File: config.mk
export PLATFORM = sky130hd
export DESIGN_NAME = pe_ejection_buffer
export DESIGN_NICKNAME = d
export VERILOG_FILES = /design/src/rtl/pe_ejection_buffer.sv
export SDC_FILE = /design/constraint.sdc
export NUM_CORES = 1
export LEC_CHECK = 0
export ABC_AREA = 1
export BUFFER_PORTS_ARGS = -buffer_cell sky130_fd_sc_hd__buf_4
export CORE_MARGIN = 2
export CORE_UTILIZATION = 47
export DETAILED_ROUTE_END_ITERATION = 10
export GPL_TIMING_DRIVEN = 1
export PLACE_DENSITY = 0.59
export RECOVER_POWER = 25
export SKIP_CTS_REPAIR_TIMING = 1
export SLEW_MARGIN = 20
export SYNTH_ARGS = -nofsm -noshare
export SYNTH_HDL_FRONTEND = slang
export SYNTH_SLANG_ARGS = --single-unit
File: constraint.sdc
create_clock -name clk -period 9.3 [get_ports clk]
set_clock_uncertainty 0.15 [all_clocks]
set_input_delay 1.86 -clock clk [delete_from_list [all_inputs] [get_ports clk]]
set_output_delay 1.86 -clock clk [all_outputs]
set_load 0.01 [all_outputs]
File: src/rtl/pe_ejection_buffer.sv
// Receive-side ejection buffer: queues router flits for the PE core and keeps
// a linear capture log of every accepted flit, readable through a debug port.
module pe_ejection_buffer #(
  parameter int FLIT_W    = 20,
  parameter int ID_W      = 4,
  parameter int NODE_ID   = 0,
  parameter int DEPTH     = 32,
  parameter int LOG_DEPTH = 32,
  localparam int AW  = $clog2(DEPTH),
  localparam int LAW = $clog2(LOG_DEPTH)
) (
  input  logic              clk,
  input  logic              rst,
  input  logic              in_valid,
  input  logic [FLIT_W-1:0] in_flit,
  output logic              in_ready,
  output logic              out_valid,
  output logic [FLIT_W-1:0] out_flit,
  input  logic              out_ready,
  input  logic [LAW-1:0]    dbg_addr,
  output logic [FLIT_W-1:0] dbg_data,
  output logic [LAW:0]      log_count,
  output logic [15:0]       rx_total,
  output logic              err_self
);

  logic [FLIT_W-1:0] fifo_mem [DEPTH];
  logic [FLIT_W-1:0] log_mem  [LOG_DEPTH];
  logic [AW-1:0]     wr_ptr;
  logic [AW-1:0]     rd_ptr;
  logic [AW:0]       count;
  logic              full;
  logic              push;
  logic              pop;
  logic              log_full;

  // Handshake and flag decode; in_ready depends only on registered state and rst.
  always_comb begin
    full      = (count == (AW+1)'(DEPTH));
    in_ready  = !full && !rst;
    out_valid = (count != '0);
    push      = in_valid && in_ready;
    pop       = out_valid && out_ready;
    log_full  = (log_count == (LAW+1)'(LOG_DEPTH));
    out_flit  = fifo_mem[rd_ptr];
  end

  // FIFO pointers and occupancy; a simultaneous push and pop leaves count unchanged.
  always_ff @(posedge clk) begin
    if (rst) begin
      wr_ptr <= '0;
      rd_ptr <= '0;
      count  <= '0;
    end else begin
      if (push) wr_ptr <= wr_ptr + 1'b1;
      if (pop)  rd_ptr <= rd_ptr + 1'b1;
      case ({push, pop})
        2'b10:   count <= count + 1'b1;
        2'b01:   count <= count - 1'b1;
        default: count <= count;
      endcase
    end
  end

  // FIFO storage is written only on an accepted flit, so idle-bus garbage never lands.
  always_ff @(posedge clk) begin
    if (push) fifo_mem[wr_ptr] <= in_flit;
  end

  // Capture-log storage fills linearly and then freezes.
  always_ff @(posedge clk) begin
    if (push && !log_full) log_mem[log_count[LAW-1:0]] <= in_flit;
  end

  // Log fill level, traffic counter, self-delivery flag and registered debug readout.
  always_ff @(posedge clk) begin
    if (rst) begin
      log_count <= '0;
      rx_total  <= '0;
      err_self  <= 1'b0;
      dbg_data  <= '0;
    end else begin
      if (push && !log_full) log_count <= log_count + 1'b1;
      if (push) rx_total <= rx_total + 16'd1;
      if (push && (in_flit[ID_W-1:0] == ID_W'(NODE_ID))) err_self <= 1'b1;
      dbg_data <= ({1'b0, dbg_addr} < log_count) ? log_mem[dbg_addr] : '0;
    end
  end

endmodule

### After elaboration in Yosys (flattened, before gate mapping)

Memory sizes are Yosys's and may differ from the RTL's. A register that Yosys moved wholly into a read port is not among the register bits.
Index checks and enable logic that the tools add are counted.

* add/sub/neg operators: 6
* bitwise logic cells: 1
* muxes and demuxes: 7
* reduce and logical (&&, ||, !) cells: 12
* equality and inequality tests: 4
* $lt $le $gt $ge: 1

Operator list (number)
* adder 16 x 1 -> 16 bit, second input constant: 1
* adder 6 x 1 -> 6 bit, second input constant: 2
* equality test 6 bit, second input constant: 2
* one-hot mux 6 bit (2 select lines): 1
* adder 5 x 1 -> 5 bit, second input constant: 2
* two-way mux 5 bit: 2
* less-than comparator 5 x 6 -> 1 bit: 1
* nonzero test 6 bit: 1
* subtractor 6 x 1 -> 6 bit, second input constant: 1
* logical AND 1 bit: 5
* zero test 4 bit: 1
* two-way mux 1 bit: 4
* zero test 1 bit: 3
* equality test 2 x 1 -> 1 bit, second input constant: 1
* equality test 2 bit, second input constant: 1
* nonzero test 2 bit: 1
* OR reduction 2 bit: 1
* inverter 1 bit: 1

* bits of input ports: 29
* output and inout port bits: 65
* bits in writable memories: 1280
* memories: 2
* register bits: 39

Memories
* fifo_mem: words 32, width 20, rd ports 1, clocked after memory_dff 1, write ports 1, line 27 `logic [FLIT_W-1:0] fifo_mem [DEPTH];`
* log_mem: words 32, width 20, rd ports 1, clocked after memory_dff 1, write ports 1, line 28 `logic [FLIT_W-1:0] log_mem [LOG_DEPTH];`

### Depth between registers and ports, before layout

* depth in word-level cells: 7
* mapped depth: 17
* mapped depth without buffers: 16

### Worst setup path after synthesis

Ideal clock, no wire load.

* kind: input to register
* start: input port rst
* end: memory log_mem[3][0], enable pin
* slack: 4.823 ns
* cell stages on the path: 6
* arrival: 3.905 ns
* required time: 8.728 ns
* cell sequence: inv_1 > nand3_2 > nor2_1 > buf_4 > nand3_1 > nor3_1

* cells in the longest elaborated chain, start to end: 6

RTL lines
* from (decl): line 13 `input logic rst,`
* zero test 1 bit: line 40 `in_ready = !full && !rst;`
* logical AND 1 bit: line 40
* logical AND 1 bit: line 42 `push = in_valid && in_ready;`
* logical AND 1 bit: line 72 `if (push && !log_full) log_mem[log_count[LAW-1:0]] <= in_flit;`
* two-way mux 1 bit: line 72
* two-way mux 1 bit (implied by the code): line 72
* to (decl): line 28

No other way between the ends.

==> flow_summary_export.csv <==
group,metric,value,unit
final_layout,final_common_cell,"nand2_1",
logic_synthesis,syn_area_per_cell,11.1,sq um
outcome,violations,"max-capacitance violations, max-slew violations",
final_layout,final_cell_mix,"nand2_1 (1785), edfxtp_1 (1280), nand3_1 (811)",
power_and_ir_drop,powerDensity,236,nW/um^2
critical_path,worst-path-max-fanout,194,
clock_network,cts_max_level,4,
timing,rsz0062_at_grt,"false",
timing,min_period_over_period,67.8,%
clock_network,clk_pin_slew_worst_paths,0.06,ns
route,wl,155,mm
placement,post-place-cells,6378,
final_layout,syn2layout_area_growth,11.7,%
critical_path,start_kind,"flop",
timing,min_period,6.31,ns
final_layout,num-fill-cells,10112,
route,vias,36415,
die,std_cell_rows,125,
worst_hold_path,worstHoldPathType,"reg2reg",
timing,setup_viol,0,
clock_network,cts_tree,"yes",
outcome,status,"complete, but fails checks",
placement,portBuffers,93,
route,drt_iter0_drc,4253,
critical_path,crit_type,"reg2out",
timing,slew_headroom,-199,%
critical_path,regToRegStartpoint,"count[0]",
global_route,grt_overflow,0,
die,initial_utilization,47.5,%
final_layout,finalNonFillerCells,6640,
logic_synthesis,synth_edf_count,1280,
final_layout,final_nets,5044,
clock_network,root_buffer,"clkbuf_16",
placement,dpl.hpwl,86.5,mm
global_route,grt_pass1_vias,34373,
run,drv_cap,16,
power_and_ir_drop,ir_drop,188,uV
global_route,grt_max_degree,195,
die,ios,94,
timing,drv_slew,771,
power_and_ir_drop,power.total,0.0146,W
power_and_ir_drop,p_leak,23.0,nW
clock_network,clockBufferDepth,3,
clock_network,cts_inserted_buffers,142,
critical_path,crit_path_end_kind,"output pin",
placement,preCtsSetupSlack,3.53,ns
clock_network,clock_sinks,1344,
placement,placed_cell_area,57200,sq um
logic_synthesis,ys_types,29,
die,die_w,347,um
timing,max_slew.worst_pin.slew,4.49,ns
die,coreArea,117000,sq um
logic_synthesis,syn-instance-count,5000,
timing,final_hold_viol_count,0,
placement,gp_congestion,0.882,
route,ant_nets,0,
logic_synthesis,synth.area.top_cells,"edfxtp_1 (69%), nand2_1 (12%), nand3_1 (7.3%)",
logic_synthesis,synth_area_leader_cell,"edfxtp_1",
logic_synthesis,post-synth-top-area-fraction,69.4,%
timing,setup_tns,0,ns
timing,fin_ws,2.99,ns
logic_synthesis,yosys_most_used_dff,"edfxtp_1",
logic_synthesis,syn_nets,5046,
clock_network,insertion_delay,0.75,ns
logic_synthesis,synthArstFlopShare,0,%
die,die_h,347,um
global_route,grt_first_pass_wirelength,227,mm
final_layout,fin_area,61800,sq um
route,drc,0,
logic_synthesis,yosys_warnings,0,
die,dieArea,121000,sq um
route,vias_per_cell,5.48,
critical_path,crit_arrival,4.30,ns
global_route,antenna_found_initial,1,
route,detail_route.wl_per_cell,23.3,um
global_route,grt_usage,25.5,%
route,dr.pass1.iters,6,
worst_hold_path,min_from,"err_self",
logic_synthesis,synth-seq-cells,1344,
critical_path,required,7.29,ns
logic_synthesis,yosysSeqAreaShare,71.8,%
final_layout,drive_above_1_share,7.68,%
timing,fmax,0.159,GHz
logic_synthesis,synth_area,55400,sq um
==> sequential cells by signal, indices dropped and copies added (netlist names), named ones only <==
name       count
rd_ptr         5
log_count      6
wr_ptr         5
err_self       1
dbg_data      20
fifo_mem     640
rx_total      16
count          6
log_mem      640
==> cell families (layout without fill, tap and decap cells) <==
| logic type | after synthesis | after routing | share of synthesized area (%) |
|---|---|---|---|
| compound gates | 235 | 235 | 2.24 |
| flops | 1344 | 1344 | 71.8 |
| other cells | 0 | 1 | 0 |
| fa+ha+maj | 17 | 17 | 0.384 |
| simple gates | 2846 | 2846 | 21.2 |
| buf+inv | 548 | 663 | 4.25 |
| xor+xnor | 10 | 10 | 0.158 |
==> layout make-up <==
type / instances / area [sq um] / area share, %
diodes: 1 / 2.50 / 0.00405
clock inverters: 77 / 782 / 1.26
clock buffers: 184 / 3830 / 6.20
repair buffers: 137 / 982 / 1.59
inverters: 265 / 1020 / 1.65
multi-input cells: 3108 / 13600 / 22.0
flip-flops and latches: 1344 / 39700 / 64.2
well taps: 1524 / 1910 / 3.08
==> per-layer routing <==
metal  track usage (%)  wire (um)  vias to the layer above
met2              41.7      74900                     1442
met4              8.26       4600                        0
met3              3.64      10800                      260
met5                 0          0                        -
li1                  -          -                    17034
met1              35.4      64600                    17679
==> critical path: stages, from the launching register on <==
cell and delay [ns]:
dfxtp_4 0.59, buf_12 0.55, buf_4 0.99, nand2_1 0.10
nand3_1 0.12, nand3_1 0.09, nand2_1 0.10, nand2_1 0.05
nand2_1 0.09, nor2_1 0.07, a21oi_1 0.35, buf_4 0.20
==> stage by stage <==
stage	util [%]	hold WS, ns
3_5_place_dp	49.1	0.328
6_report	53.1	0.329
3_3_place_gp	49.1	0.324
2_1_floorplan	-	0.309
4_1_cts	53.0	0.338
5_1_grt	53.1	0.368
==> synth_stat cells (4+ instances only) <==
master       n
nand2_1   1785
edfxtp_1  1280
nand3_1    811
inv_1      258
nor2_1     225
a21oi_1    149
buf_2      129
clkbuf_1    94
dfxtp_1     64
o21ai_0     60
buf_1       33
o31ai_1     21
buf_4       17
ha_1        17
nor3_1      15
buf_6        9
inv_2        7
nand4_1      7
xor2_1       6
xnor2_1      4
==> power by group <==
| part | internal, W | total [W] | leakage, nW | switching, W |
|---|---|---|---|---|
| clock network | 0.00329 | 0.00564 | 2.26 | 0.00235 |
| registers | 0.00670 | 0.00676 | 12.0 | 0.0000660 |
| logic | 0.000603 | 0.00220 | 8.67 | 0.00160 |
| total | 0.0106 | 0.0146 | 23.0 | 0.00402 |
==> final timing paths <==
| path | end | slack, ns | cells past startpoint |
|---|---|---|---|
| setup / recovery | out_flit[18] | 2.99 | 11 |
| hold reg to reg | err_self | 0.33 | 2 |
| setup reg to reg | fifo_mem[26][8] | 5.28 | 7 |
| hold / removal | err_self | 0.33 | 2 |
(Power assumes the default switching activity.)
